### config.mk
export PLATFORM = sky130hd
export DESIGN_NAME = cbx_io_tile_cfg
export DESIGN_NICKNAME = d
export VERILOG_FILES = /design/src/rtl/cbx_io_tile_cfg.sv
export SDC_FILE = /design/constraint.sdc
export NUM_CORES = 1
export LEC_CHECK = 0
export ABC_AREA = 1
export BUFFER_PORTS_ARGS = -buffer_cell sky130_fd_sc_hd__buf_2
export CORE_MARGIN = 4
export CORE_UTILIZATION = 40
export CTS_CLUSTER_SIZE = 12
export DETAILED_ROUTE_END_ITERATION = 12
export MAX_ROUTING_LAYER = met4
export PLACE_DENSITY = 0.59
export SLEW_MARGIN = 20
export SYNTH_ARGS = -nofsm -noshare
export SYNTH_HDL_FRONTEND = slang
export SYNTH_SLANG_ARGS = --single-unit
### constraint.sdc
create_clock -name prog_clk -period 4.1 [get_ports prog_clk]
set_clock_uncertainty 0.05 [all_clocks]
set_input_delay 0.205 -clock prog_clk [delete_from_list [all_inputs] [get_ports prog_clk]]
set_output_delay 0.205 -clock prog_clk [all_outputs]
set_load 0.05 [all_outputs]
### src/rtl/cbx_io_tile_cfg.sv
// X-channel connection block merged with the IO pad grid, configured through a
// double-buffered serial chain that only takes effect on an explicit commit.
module cbx_io_tile_cfg #(
    parameter int CHAN_WIDTH = 30,
    parameter int NUM_IO     = 4
) (
    input  logic                  prog_clk,
    input  logic                  prog_reset,
    input  logic                  ccff_head,
    input  logic                  ccff_shift_en,
    input  logic                  ccff_commit,
    output logic                  ccff_tail,
    output logic                  cfg_done,
    output logic                  cfg_err,
    input  logic [CHAN_WIDTH-1:0] chanx_left_in,
    input  logic [CHAN_WIDTH-1:0] chanx_right_in,
    output logic [CHAN_WIDTH-1:0] chanx_left_out,
    output logic [CHAN_WIDTH-1:0] chanx_right_out,
    input  logic [NUM_IO-1:0]     gfpga_pad_io_soc_in,
    input  logic                  isol_n,
    output logic [NUM_IO-1:0]     gfpga_pad_io_soc_out,
    output logic [NUM_IO-1:0]     gfpga_pad_io_soc_dir,
    output logic [NUM_IO-1:0]     top_pin_inpad
);

    localparam int SEL_W     = $clog2(2 * CHAN_WIDTH);
    localparam int FIELD_W   = SEL_W + 1;
    localparam int CHAIN_LEN = NUM_IO * FIELD_W;
    localparam int CNT_W     = $clog2(CHAIN_LEN + 2);

    typedef enum logic [2:0] {
        ST_EMPTY   = 3'd0,
        ST_LOADING = 3'd1,
        ST_LOADED  = 3'd2,
        ST_OVER    = 3'd3,
        ST_ACTIVE  = 3'd4
    } cfg_state_t;

    cfg_state_t             state_r;
    cfg_state_t             state_s;
    logic [CNT_W-1:0]       cnt_r;
    logic [CNT_W-1:0]       cnt_s;
    logic [CHAIN_LEN-1:0]   shadow_r;
    logic [CHAIN_LEN-1:0]   active_r;
    logic                   cfg_done_r;
    logic                   cfg_err_r;
    logic                   commit_ok_s;
    logic                   commit_rej_s;

    // A commit only lands when the chain holds exactly one full load and no shift competes.
    assign commit_ok_s  = ccff_commit & ~ccff_shift_en & (state_r == ST_LOADED);
    assign commit_rej_s = ccff_commit & ~commit_ok_s;

    // State, counter, shadow/active configuration and status flags.
    always_ff @(posedge prog_clk) begin
        if (prog_reset) begin
            state_r    <= ST_EMPTY;
            cnt_r      <= {CNT_W{1'b0}};
            shadow_r   <= {CHAIN_LEN{1'b0}};
            active_r   <= {CHAIN_LEN{1'b0}};
            cfg_done_r <= 1'b0;
            cfg_err_r  <= 1'b0;
        end else begin
            state_r    <= state_s;
            cnt_r      <= cnt_s;
            cfg_done_r <= (state_s == ST_ACTIVE);
            if (ccff_shift_en) begin
                shadow_r <= {shadow_r[CHAIN_LEN-2:0], ccff_head};
            end
            if (commit_ok_s) begin
                active_r <= shadow_r;
            end
            if (commit_rej_s) begin
                cfg_err_r <= 1'b1;
            end
        end
    end

    // Next-state and bit-count logic of the configuration FSM.
    always_comb begin
        state_s = state_r;
        cnt_s   = cnt_r;
        case (state_r)
            ST_EMPTY: begin
                if (ccff_shift_en) begin
                    state_s = ST_LOADING;
                    cnt_s   = CNT_W'(1);
                end else begin
                    state_s = ST_EMPTY;
                end
            end
            ST_LOADING: begin
                if (ccff_shift_en) begin
                    cnt_s = cnt_r + CNT_W'(1);
                    if ((cnt_r + CNT_W'(1)) == CNT_W'(CHAIN_LEN)) begin
                        state_s = ST_LOADED;
                    end else begin
                        state_s = ST_LOADING;
                    end
                end else begin
                    state_s = ST_LOADING;
                end
            end
            ST_LOADED: begin
                if (ccff_shift_en) begin
                    state_s = ST_OVER;
                    cnt_s   = CNT_W'(CHAIN_LEN + 1);
                end else if (ccff_commit) begin
                    state_s = ST_ACTIVE;
                end else begin
                    state_s = ST_LOADED;
                end
            end
            ST_OVER: begin
                if (ccff_shift_en) begin
                    cnt_s = CNT_W'(CHAIN_LEN + 1);
                end else begin
                    cnt_s = cnt_r;
                end
                state_s = ST_OVER;
            end
            ST_ACTIVE: begin
                if (ccff_shift_en) begin
                    state_s = ST_LOADING;
                    cnt_s   = CNT_W'(1);
                end else begin
                    state_s = ST_ACTIVE;
                end
            end
            default: begin
                state_s = ST_EMPTY;
                cnt_s   = {CNT_W{1'b0}};
            end
        endcase
    end

    assign ccff_tail       = shadow_r[CHAIN_LEN-1];
    assign cfg_done        = cfg_done_r;
    assign cfg_err         = cfg_err_r;
    assign chanx_left_out  = chanx_right_in;
    assign chanx_right_out = chanx_left_in;

    // Pad datapath: per-pad track mux, direction and isolation gating.
    always_comb begin : pad_logic
        logic [SEL_W-1:0] sel_v;
        logic             oe_v;
        logic             src_v;
        logic             en_v;
        gfpga_pad_io_soc_out = {NUM_IO{1'b0}};
        gfpga_pad_io_soc_dir = {NUM_IO{1'b1}};
        top_pin_inpad        = {NUM_IO{1'b0}};
        sel_v = {SEL_W{1'b0}};
        oe_v  = 1'b0;
        src_v = 1'b0;
        en_v  = 1'b0;
        for (int i = 0; i < NUM_IO; i++) begin
            sel_v = active_r[i*FIELD_W+1 +: SEL_W];
            oe_v  = active_r[i*FIELD_W];
            src_v = 1'b0;
            // Out-of-range selects match no track and leave the source at 0.
            for (int j = 0; j < CHAN_WIDTH; j++) begin
                if (sel_v == SEL_W'(j)) begin
                    src_v = chanx_left_in[j];
                end else if (sel_v == SEL_W'(j + CHAN_WIDTH)) begin
                    src_v = chanx_right_in[j];
                end else begin
                    src_v = src_v;
                end
            end
            en_v = isol_n & oe_v;
            gfpga_pad_io_soc_out[i] = en_v & src_v;
            gfpga_pad_io_soc_dir[i] = ~en_v;
            top_pin_inpad[i]        = isol_n & ~oe_v & gfpga_pad_io_soc_in[i];
        end
    end

endmodule

==> results.md, run 1 <==
* Syn Nets at 1253
* Max Freq at 221.1 MHz
* CP Data Required Time at 3850 ps
* WP data arrival at 4270 ps
* FFs w/ async S/R, synth at 0%
* Post-synthesis sequential area ratio at 20.48%
* Gpl congestion at 1.109
* Row count at 46
* Critical path class: register to output port
* Fin. max-slew vios at 0
* R2R Path Start: state_r[1]$_SDFF_PP0_
* Die height at 135.0 microns
* IO Pins at 145
* Worst-path clk slew at 50 ps
* Post-route cell area at 8513 sq um
* Synth area leaders: dfxtp_1 20%, nand2_1 17%, nor2_1 13%, inv_1 9.6%, buf_4 7.0%
* Synth top cells by count: 290 x nand2_1, 232 x nor2_1, 165 x inv_1, 66 x dfxtp_1, 62 x nand3_1
* DR WL/cell at 17.67 microns
* EDFF count, synth at 0
* Pre-CTS WS at -166.8 ps
* GRT overflow at 0
* Failing checks: setup timing
* Slew headroom at 58.83%
* CP endpoint kind: output port
* P&R area growth vs syn at 31.96%
* Most frequent cell after synthesis: nand2_1
* Slew @ Worst Pin at 616.9 ps
* Period utilization at 110.3%
* Worst skew pair latency at 330 ps
* Port bufs at 144
* Vias in the first global route at 7770
* Total CTS buffers at 9
* Synthesized area at 6451 sq um
* Worst path buffer plus inverter count at 4
* Initial antenna violation count at 0
* DRC viols at 0
* Critical Path Start Type: register
* Worst Setup Slack, final at -423.4 ps
* Min-Delay Path Depth at 3
* Power Total at 1.783 mW
* Placed wire-length estimate at 22900 microns
* Reg2reg path depth at 9
* Initial core utilization at 40.76%
* Tot GR Track Use at 30.98%
* Detailed-route wire length at 28300 microns
* Min-delay src: ccff_commit
* Routed Antenna Nets at 0
* Share of post-route cells with drive strength above 1 at 30.45%
* Placed Area at 7885 sq um
* Synth area leader: dfxtp_1
* Syn avg cell area at 5.462 sq um
* # Max-Cap Violations at 0
* Run status: finished, violations left
* Util after Layout at 53.79%
* Vias per cell at 5.361
* Leakage power at 4.136 nW
* Tightest Hold Check Type: input port to register
* CP most frequent cell: nand2_1
* Synth unique cells at 36
* CP Max Fanout at 3
* First-pass GRT wire length at 42920 microns
* Worst hold margin at 77.52 ps
* Setup violations, final at 4
* CTS sink count at 66
* Final hold viol count at 0
* N_diodes at 0
* TritonCTS clock tree: yes
* CP max stage delay at 390 ps
* Yosys top cell area share at 20.48%
* Worst-case clock buffer depth at 2
* CP max stage cell: dfxtp_4
* Warnings from Yosys at 0
* Core Region at 15830 sq um
* CTS H-Tree Depth at 3
* Die W at 135.0 microns
* Final nets at 1453
* Vias at 8589
* Hold endpoint: cfg_err$_SDFFE_PP0P_
* Syn Inst Count at 1181
* Die area at 18220 sq um
* Fin crit period at 4523 ps
* First-pass DRT Iterations at 6
* Peak supply drop at 471.3 uV
* Worst R2R Setup Slack at 2190 ps
* PwrDens at 209.4 nW/um^2
* Flops & latches, synth at 66
* Hold buffers post-CTS at 0
* Largest delay share family, worst path: simple AND/OR/NAND/NOR gates
* Top_reg_cell synth: dfxtp_1
* RSZ-0062 raised after global routing: true
* Pin count of the biggest net entering global routing at 48
* Critical R2R Capture: active_r[2]$_SDFFE_PP0P_
* Drt initial violations at 775
* Clock root buffer: clkbuf_16
[where the power goes]
part	internal, mW	total, mW	switching (mW)
logic	0.0896	0.368	0.278
registers	0.656	0.671	0.0155
clock network	0.467	0.743	0.276
[worst max path at each step]
stage,from,to,slack (ps),cells past startpoint
after global placement,active_r[8]$_SDFFE_PP0P_,gfpga_pad_io_soc_out[1],-190,50
after global routing,active_r[23]$_SDFFE_PP0P_,gfpga_pad_io_soc_out[3],-880,51
final,active_r[8]$_SDFFE_PP0P_,gfpga_pad_io_soc_out[1],-420,44
after floorplan,active_r[11]$_SDFFE_PP0P_,gfpga_pad_io_soc_out[1],230,47
after detailed placement,active_r[9]$_SDFFE_PP0P_,gfpga_pad_io_soc_out[1],-170,49
after CTS,active_r[9]$_SDFFE_PP0P_,gfpga_pad_io_soc_out[1],-370,51
[stage by stage]
stage,setup TNS [ps],cells
detailed placement,-482.2,1585
global route,-3234,1602
floorplan,0,1181
global placement,-553.7,1585
CTS,-1220,1602
finish,-1406,1602
[final cells by class]
type	instances	area, sq um
fill	1723	7315
multi-input combinational	849	4150
timing repair buffer	277	1749
sequential	66	1369
inverter	178	679.4
tap	216	270.3
clock buffer	9	225.2
clock inverter	7	70.07
[registers in the layout, summed over array words and instances, names as in the netlist]
signal,cells
cfg_done,1
active_r,28
state_r,3
cnt_r,5
shadow_r,28
cfg_err,1
[worst reg2reg max path: stages, from the launching register on]
cell	delay (ps)
dfxtp_1	340
inv_1	100
nor2_1	170
inv_1	100
nor2_1	110
buf_4	170
inv_1	90
buf_4	260
o21ai_0	320
a21oi_1	60
[routing by layer]
metal / track usage [%] / wire length (microns)
met1: 40.57 / 11800
met2: 47.05 / 12310
met4: 15.51 / 1600
met3: 4.098 / 2591
met5: - / 0
[repair_timing]
action	in CTS	in global routing
setup buffers	1	3
pin swaps	6	6
setup endpoints to repair	4	4
gates resized for setup	74	49
[cells by family (layout without fill, tap and decap cells)]
| kind of cell | count (synthesis) | count (layout) | share of synthesized area [%] |
|---|---|---|---|
| DFF | 66 | 66 | 20.48 |
| and+or+nand+nor | 668 | 668 | 43.02 |
| AOI/OAI and AO/OA | 176 | 176 | 16.64 |
| adders and majority gates | 2 | 2 | 0.3878 |
| buffers and inverters | 266 | 471 | 19.07 |
| xor gates and xnor gates | 3 | 3 | 0.4074 |
[cell usage in the layout, fill, tap and decap left out, types with 9 or more instances in the layout]
cell / synthesis / final
nand2_1: 290 / 263
nor2_1: 232 / 218
inv_1: 165 / 152
buf_2: 4 / 140
buf_4: 60 / 134
o21ai_0: 59 / 59
nand3_1: 62 / 58
nand4_1: 47 / 47
dfxtp_1: 66 / 46
a21oi_1: 44 / 43
a31oi_1: 31 / 31
a31o_2: 28 / 28
nor3_1: 22 / 20
nand2_2: 4 / 18
inv_2: 7 / 16
nand2_4: 0 / 13
dfxtp_2: 0 / 11
nor2_2: 5 / 10
nor2_4: 1 / 10
dfxtp_4: 0 / 9
clkbuf_16: 0 / 9
(Power assumes the default switching activity.)
==> run 2, diff against run 1 <==
==> constraint.sdc (replaced) <==
create_clock -name prog_clk -period 4.1 [get_ports prog_clk]
set_clock_uncertainty 0.05 [all_clocks]
set_input_delay 0.82 -clock prog_clk [delete_from_list [all_inputs] [get_ports prog_clk]]
set_output_delay 0.82 -clock prog_clk [all_outputs]
set_load 0.05 [all_outputs]
==> run 2 against run 1 <==
The flow still finishes with violations (setup timing). Via count grew 3.9%. Combinational power up 7.9%. Sequential share of layout area shrank 1.8 points. Routed wire length grew 5.9%. Cell count rose by 7.9%. Die area unchanged. Clock power rose by 8.7%. Sequential power about the same. Global-route usage grew 1.8 points. Critical path depth increased by 3. Largest power group unchanged. Design area increased by 11%. Core utilization grew 6.0 points.
==> results.md, run 2 (synthesis results as in run 1) <==
* Reg power frac at 35.9% (was 37.7%)
* Int Pwr at 1.308 mW (was 1.213 mW)
* IO Pins at 145 (unchanged)
* Sw Ratio at 30.38% (was 31.97%)
* Peak supply drop at 497.4 uV (was 471.3 uV)
* Most common cell after layout, fill and taps aside: nand2_1 (unchanged)
* Busiest grt layer: met2 (unchanged)
* Die height at 135.0 microns (unchanged)
* Worst-case clock buffer depth at 2 (unchanged)
* Initial core utilization at 40.76% (unchanged)
* Min-Delay Path Depth at 2 (was 3)
* RSZ-0062 raised after global routing: true (unchanged)
* Critical R2R Capture: active_r[23]$_SDFFE_PP0P_ (was active_r[2]$_SDFFE_PP0P_)
* Largest regs: active_r (28), shadow_r (28), cnt_r (5) (unchanged)
* TritonCTS clock tree: yes (unchanged)
* CTS H-Tree Depth at 3 (unchanged)
* Routed Antenna Nets at 0 (unchanged)
* PwrDens at 198.6 nW/um^2 (was 209.4 nW/um^2)
* CTS sink count at 66 (unchanged)
* Hold endpoint: cfg_err$_SDFFE_PP0P_ (unchanged)
* Tot GR Track Use at 32.80% (was 30.98%)
* GRT met2 Usage at 54.50% (was 47.05%)
* Largest delay share family, worst path: simple AND/OR/NAND/NOR gates (unchanged)
* Drt initial violations at 734 (was 775)
* Final nets at 1579 (was 1453)
* Initial antenna violation count at 0 (unchanged)
* Fin. max-slew vios at 0 (unchanged)
* Share of post-route cells with drive strength above 1 at 35.52% (was 30.45%)
* Clock power frac at 43.0% (was 41.7%)
* Worst-path clk slew at 50 ps (about the same)
* Total CTS buffers at 9 (unchanged)
* Core Region at 15830 sq um (unchanged)
* Switch Pwr at 571.0 uW (was 569.9 uW)
* Worst skew pair latency at 330 ps (about the same)
* CP endpoint kind: output port (unchanged)
* Die W at 135.0 microns (unchanged)
* Dpl cells at 1710 (was 1585)
* Tightest Hold Check Type: register to register (was input port to register)
* Max Freq at 187.9 MHz (was 221.1 MHz)
* Clock root buffer: clkbuf_16 (unchanged)
* Die area at 18220 sq um (unchanged)
* WP data arrival at 4450 ps (was 4270 ps)
* R2R Path Start: state_r[1]$_SDFF_PP0_ (unchanged)
* Layout fillers at 1630 (was 1723)
* Part of the power in combinational logic at 21.1% (was 20.6%)
* CP max stage delay at 160 ps (was 390 ps)
* Pin count of the biggest net entering global routing at 48 (unchanged)
* Placed wire-length estimate at 24950 microns (was 22900 microns)
* Row count at 46 (unchanged)
* CP Max Fanout at 4 (was 3)
* Met3 Use GR at 3.092% (was 4.098%)
* First-pass DRT Iterations at 7 (was 6)
* CP Data Required Time at 3230 ps (was 3850 ps)
* CP max stage cell: nor3_1 (was dfxtp_4)
* Met1 Usage GRT at 40.96% (was 40.57%)
* Leakage power at 4.683 nW (was 4.136 nW)
* Crit path launch: chanx_right_in[1] (was active_r[8]$_SDFFE_PP0P_)
* Setup violations, final at 4 (unchanged)
* Worst Setup Slack, final at -1222 ps (was -423.4 ps)
* Failing checks: setup timing (unchanged)
* Port bufs at 144 (unchanged)
* Worst R2R Setup Slack at 2220 ps (was 2190 ps)
* Util after Layout at 59.79% (was 53.79%)
* Worst path buffer plus inverter count at 2 (was 4)
* Critical path class: input port to output port (was register to output port)
* Vias in the first global route at 8368 (was 7770)
* Detailed-route wire length at 29960 microns (was 28300 microns)
* P&R area growth vs syn at 46.68% (was 31.96%)
* Slew @ Worst Pin at 784.2 ps (was 616.9 ps)
* First-pass GRT wire length at 44950 microns (was 42920 microns)
* Non-filler instance count after layout at 1729 (was 1602)
* Reg2reg path depth at 9 (unchanged)
* Vias at 8926 (was 8589)
* Min-delay src: cfg_err$_SDFFE_PP0P_ (was ccff_commit)
* Critical Path Start Type: input port (was register)
* Vias per cell at 5.163 (was 5.361)
* Final hold viol count at 0 (unchanged)
* Setup_tns at -4381 ps (was -1406 ps)
* DRC viols at 0 (unchanged)
* GRT overflow at 0 (unchanged)
* Slew headroom at 47.66% (was 58.83%)
* Fin crit period at 5322 ps (was 4523 ps)
* Worst hold margin at 420.4 ps (was 77.52 ps)
* DR WL/cell at 17.33 microns (was 17.67 microns)
* Gpl congestion at 0.9959 (was 1.109)
* # Max-Cap Violations at 0 (unchanged)
* Most frequent cells in the layout: 258 x nand2_1, 254 x buf_4, 221 x nor2_1, 158 x inv_1, 138 x buf_2 (was 263 x nand2_1, 218 x nor2_1, 152 x inv_1, 140 x buf_2, 134 x buf_4)
* Pre-CTS WS at -1223 ps (was -166.8 ps)
* CP most frequent cell: nand2_1 (unchanged)
* Period utilization at 129.8% (was 110.3%)
* Run status: finished, violations left (unchanged)
## run 2: changes by cell type in the layout (fill, tap and decap cells not counted), moves of 5 or more
cell,previous run,this run
buf_4,134,254
nand2_2,18,31
buf_6,2,10
dfxtp_1,46,54
nand2_4,13,5
inv_1,152,158
nor2_4,10,4
nand2_1,263,258
## run 2: how the worst max path moves through the flow
stage / cells after the start / slack, ps / end
2_1_floorplan: 52 / -210 / gfpga_pad_io_soc_out[3]
3_3_place_gp: 51 / -1190 / gfpga_pad_io_soc_out[0]
3_5_place_dp: 55 / -1220 / gfpga_pad_io_soc_out[3]
4_1_cts: 48 / -1190 / gfpga_pad_io_soc_out[1]
5_1_grt: 49 / -1590 / gfpga_pad_io_soc_out[1]
6_report: 47 / -1220 / gfpga_pad_io_soc_out[1]
## run 2: final cells by class
cell class                      count  area [sq um]  share of cell area [%]
Clock buffer                       10         229.0                   2.420
Inverter                          178         676.9                   7.153
Multi-Input combinational cell    849          4119                   43.53
Antenna cell                        1         2.502                 0.02644
Clock inverter                      6         91.34                  0.9652
Timing Repair Buffer              403          2725                   28.80
Tap cell                          216         270.3                   2.856
Sequential cell                    66          1349                   14.25
## run 2: metrics by stage
stage | cell area (sq um) | total power, mW
finish | 9463 | 1.879
global route | 9460 | 1.947
CTS | 9281 | 1.887
detailed placement | 8869 | 1.076
global placement | 8869 | 1.074
floorplan | 6509 | 0.9569
## run 2: timing repair
item | 4_1_cts | 5_1_grt
buffers inserted | 0 | 3
setup endpoints to repair | 4 | 4
cloned | 0 | 0
hold buffers | 0 | 0
gates resized for setup | 34 | 60
pin swaps | 29 | 35
## run 2: per-layer routing
metal	vias to the layer above	share of wire, %
met5	-	0
met4	0	4.0
met3	81	8.0
met2	399	48
met1	4029	40
li1	4417	-
## run 2: worst register-to-register path, stage by stage (launching register included)
cell and delay (ps):
dfxtp_1 350, inv_1 100, nor2_1 180, inv_1 100, nor2_1 110, buf_4 180
inv_1 100, buf_4 260, o21ai_0 270, a21oi_1 70
## run 2: power by group through the flow
stage | Clock [mW] | Combinational, mW | Sequential (mW)
global route | 0.846 | 0.425 | 0.676
global placement | 0 | 0.384 | 0.691
finish | 0.808 | 0.397 | 0.674
CTS | 0.820 | 0.390 | 0.677
detailed placement | 0 | 0.385 | 0.691
floorplan | 0 | 0.267 | 0.690
==> run 3, diff against run 2 <==
==> constraint.sdc (replaced) <==
create_clock -name prog_clk -period 4.1 [get_ports prog_clk]
set_clock_uncertainty 0.05 [all_clocks]
set_input_delay 0.82 -clock prog_clk [delete_from_list [all_inputs] [get_ports prog_clk]]
set_output_delay 0.82 -clock prog_clk [all_outputs]
set_load 0.1 [all_outputs]
==> run 3 against run 2 <==
The run still ends with setup timing left. Count of clock-buffer cells in the layout unchanged. Highest routed layer unchanged. Cell count barely moved. First-iteration DRC count fell by 4.5%. Clock power is 16% lower. Sequential share of layout area about the same. Via count shrank 0.36%. Hold slack got worse by 9.3 ps. Routed wire length shrank 0.78%. Sequential cell count is the same. Register-to-register slack got worse by 120 ps. Critical path type is now register to output port. Largest power group unchanged. Core utilization down 0.27 points. Design area decreased by 0.45%.
==> results.md, run 3 (synthesis results as in run 1) <==
* Pre-CTS WS at -1185 ps (was -1223 ps)
* WP data arrival at 4320 ps (was 4450 ps)
* Vias per cell at 5.147 (was 5.163)
* Most common cell after layout, fill and taps aside: nand2_1 (unchanged)
* Period utilization at 126.5% (was 129.8%)
* Die area at 18220 sq um (unchanged)
* Row count at 46 (unchanged)
* CP max stage cell: dfxtp_4 (was nor3_1)
* Post-CTS Setup Bufs at 0 (unchanged)
* Reg power frac at 36.1% (was 35.9%)
* TritonCTS clock tree: yes (unchanged)
* GRT met2 Usage at 53.84% (was 54.50%)
* Peak supply drop at 365.5 uV (was 497.4 uV)
* CP max stage delay at 350 ps (was 160 ps)
* Tightest Hold Check Type: register to register (unchanged)
* Routed Antenna Nets at 0 (unchanged)
* Part of the power in combinational logic at 27.6% (was 21.1%)
* Layout fillers at 1700 (was 1630)
* Non-filler instance count after layout at 1728 (was 1729)
* CTS H-Tree Depth at 3 (unchanged)
* Failing checks: setup timing (unchanged)
* Power Total at 1.871 mW (was 1.879 mW)
* Run status: finished, violations left (unchanged)
* # Max-Cap Violations at 0 (unchanged)
* Core Region at 15830 sq um (unchanged)
* CP most frequent cell: nand2_1 (unchanged)
* Met1 Usage GRT at 39.87% (was 40.96%)
* Final nets at 1579 (unchanged)
* Critical Path Start Type: register (was input port)
* Critical path class: register to output port (was input port to output port)
* Share of post-route cells with drive strength above 1 at 34.99% (was 35.52%)
* Min-delay src: cfg_err$_SDFFE_PP0P_ (unchanged)
* Vias in the first global route at 8390 (was 8368)
* GRT overflow at 0 (unchanged)
* Busiest grt layer: met2 (unchanged)
* R2R Path Start: state_r[1]$_SDFF_PP0_ (unchanged)
* Int Pwr at 1.189 mW (was 1.308 mW)
* Worst Setup Slack, final at -1085 ps (was -1222 ps)
* Vias at 8894 (was 8926)
* Die height at 135.0 microns (unchanged)
* Final hold viol count at 0 (unchanged)
* Post-route cell area at 9420 sq um (was 9463 sq um)
* Max Freq at 192.9 MHz (was 187.9 MHz)
* First-pass GRT wire length at 44790 microns (was 44950 microns)
* DRC viols at 0 (unchanged)
* Min-Delay Path Depth at 2 (unchanged)
* CP endpoint kind: output port (unchanged)
* Initial antenna violation count at 0 (unchanged)
* Crit path launch: active_r[9]$_SDFFE_PP0P_ (was chanx_right_in[1])
* Setup violations, final at 4 (unchanged)
* P&R area growth vs syn at 46.02% (was 46.68%)
* Clock power frac at 36.3% (was 43.0%)
* Drt initial violations at 701 (was 734)
* IO Pins at 145 (unchanged)
* Clock root buffer: clkbuf_16 (unchanged)
* Fin crit period at 5185 ps (was 5322 ps)
* First-pass DRT Iterations at 6 (was 7)
* Fin. max-slew vios at 0 (unchanged)
* CP Data Required Time at 3230 ps (about the same)
* Worst-case clock buffer depth at 2 (unchanged)
* Sw Ratio at 36.45% (was 30.38%)
* Die W at 135.0 microns (unchanged)
* Detailed-route wire length at 29720 microns (was 29960 microns)
* Worst skew pair latency at 320 ps (was 330 ps)
* Most frequent cells in the layout: 262 x nand2_1, 255 x buf_4, 224 x nor2_1, 158 x inv_1, 138 x buf_2 (was 258 x nand2_1, 254 x buf_4, 221 x nor2_1, 158 x inv_1, 138 x buf_2)
* DR WL/cell at 17.20 microns (was 17.33 microns)
* CTS sink count at 66 (unchanged)
* Gpl congestion at 1.051 (was 0.9959)
* Reg2reg path depth at 9 (unchanged)
* Largest regs: active_r (28), shadow_r (28), cnt_r (5) (unchanged)
* Slew headroom at 39.94% (was 47.66%)
* Switch Pwr at 681.8 uW (was 571.0 uW)
* Leakage power at 4.660 nW (was 4.683 nW)
* Placed Area at 8969 sq um (was 8869 sq um)
* Worst-path clk slew at 50 ps (about the same)
* Total CTS buffers at 9 (unchanged)
* Pin count of the biggest net entering global routing at 41 (was 48)
* N_diodes at 0 (was 1)
* Placed wire-length estimate at 24680 microns (was 24950 microns)
* PwrDens at 198.6 nW/um^2 (about the same)
* Initial core utilization at 40.76% (unchanged)
* RSZ-0062 raised after global routing: true (unchanged)
* Slew @ Worst Pin at 899.9 ps (was 784.2 ps)
* Met3 Use GR at 4.061% (was 3.092%)
* CP Max Fanout at 5 (was 4)
* Dpl cells at 1712 (was 1710)
* Port bufs at 144 (unchanged)
* Tot GR Track Use at 32.62% (was 32.80%)
==> run 3: changes by cell type in the layout (fill, tap and decap cells not counted), moves of 3 or more <==
cell      before  now
buf_12         0    6
buf_6         10    3
clkinv_2       1    6
dfxtp_2        7   11
nand2_1      258  262
nor2_1       221  224
nor2_2        13    9
==> run 3: power groups by stage <==
stage	clock [mW]	combinational, mW	sequential, mW
2_1_floorplan	0	0.393	0.695
3_3_place_gp	0	0.509	0.690
3_5_place_dp	0	0.509	0.691
4_1_cts	0.694	0.514	0.676
5_1_grt	0.726	0.545	0.677
6_report	0.679	0.516	0.675
==> run 3: final cells by class <==
cell class	count	area [sq um]	area share, %
Tap cell	216	270.3	2.869
Inverter	178	679.4	7.212
Sequential cell	66	1346	14.29
Timing Repair Buffer	403	2774	29.45
Clock inverter	6	32.53	0.3453
Multi-Input combinational cell	849	4079	43.30
Clock buffer	10	239.0	2.537
==> run 3: per-stage QoR <==
step                      TNS [ps]  hold slack (ps)  utilization, %
after floorplan              -1371            406.5               -
after global placement       -4494            395.8           56.66
after detailed placement     -4483            401.9           56.66
after CTS                    -4100            416.0           59.16
after global routing         -5995            465.0           59.52
final                        -4212            411.1           59.52
==> run 3: layer usage <==
metal | routed length (microns) | share of wire [%]
met3 | 2061 | 6.9
met5 | 0 | 0
met1 | 12230 | 41
met2 | 13910 | 47
met4 | 1523 | 5.1
==> run 3: worst paths after layout <==
check,slack [ps],to
min,410,cfg_err$_SDFFE_PP0P_
max reg2reg,2100,active_r[12]$_SDFFE_PP0P_
min reg2reg,410,cfg_err$_SDFFE_PP0P_
max,-1090,gfpga_pad_io_soc_out[1]
==> run 3: timing repair <==
action / in CTS / in global routing
hold endpoints to repair: 0 / 0
endpoints found under the setup margin: 4 / 4
resized for setup: 51 / 22
pin swaps: 32 / 10
hold buffers: 0 / 0
==> run 3: critical path: cells and delay by family, from the launching register on <==
family	cells	cell delay (ps)
AO/OA/AOI/OAI	2	210
AND/OR/NAND/NOR	46	3100
buffers and inverters	3	290
flip-flops	1	350
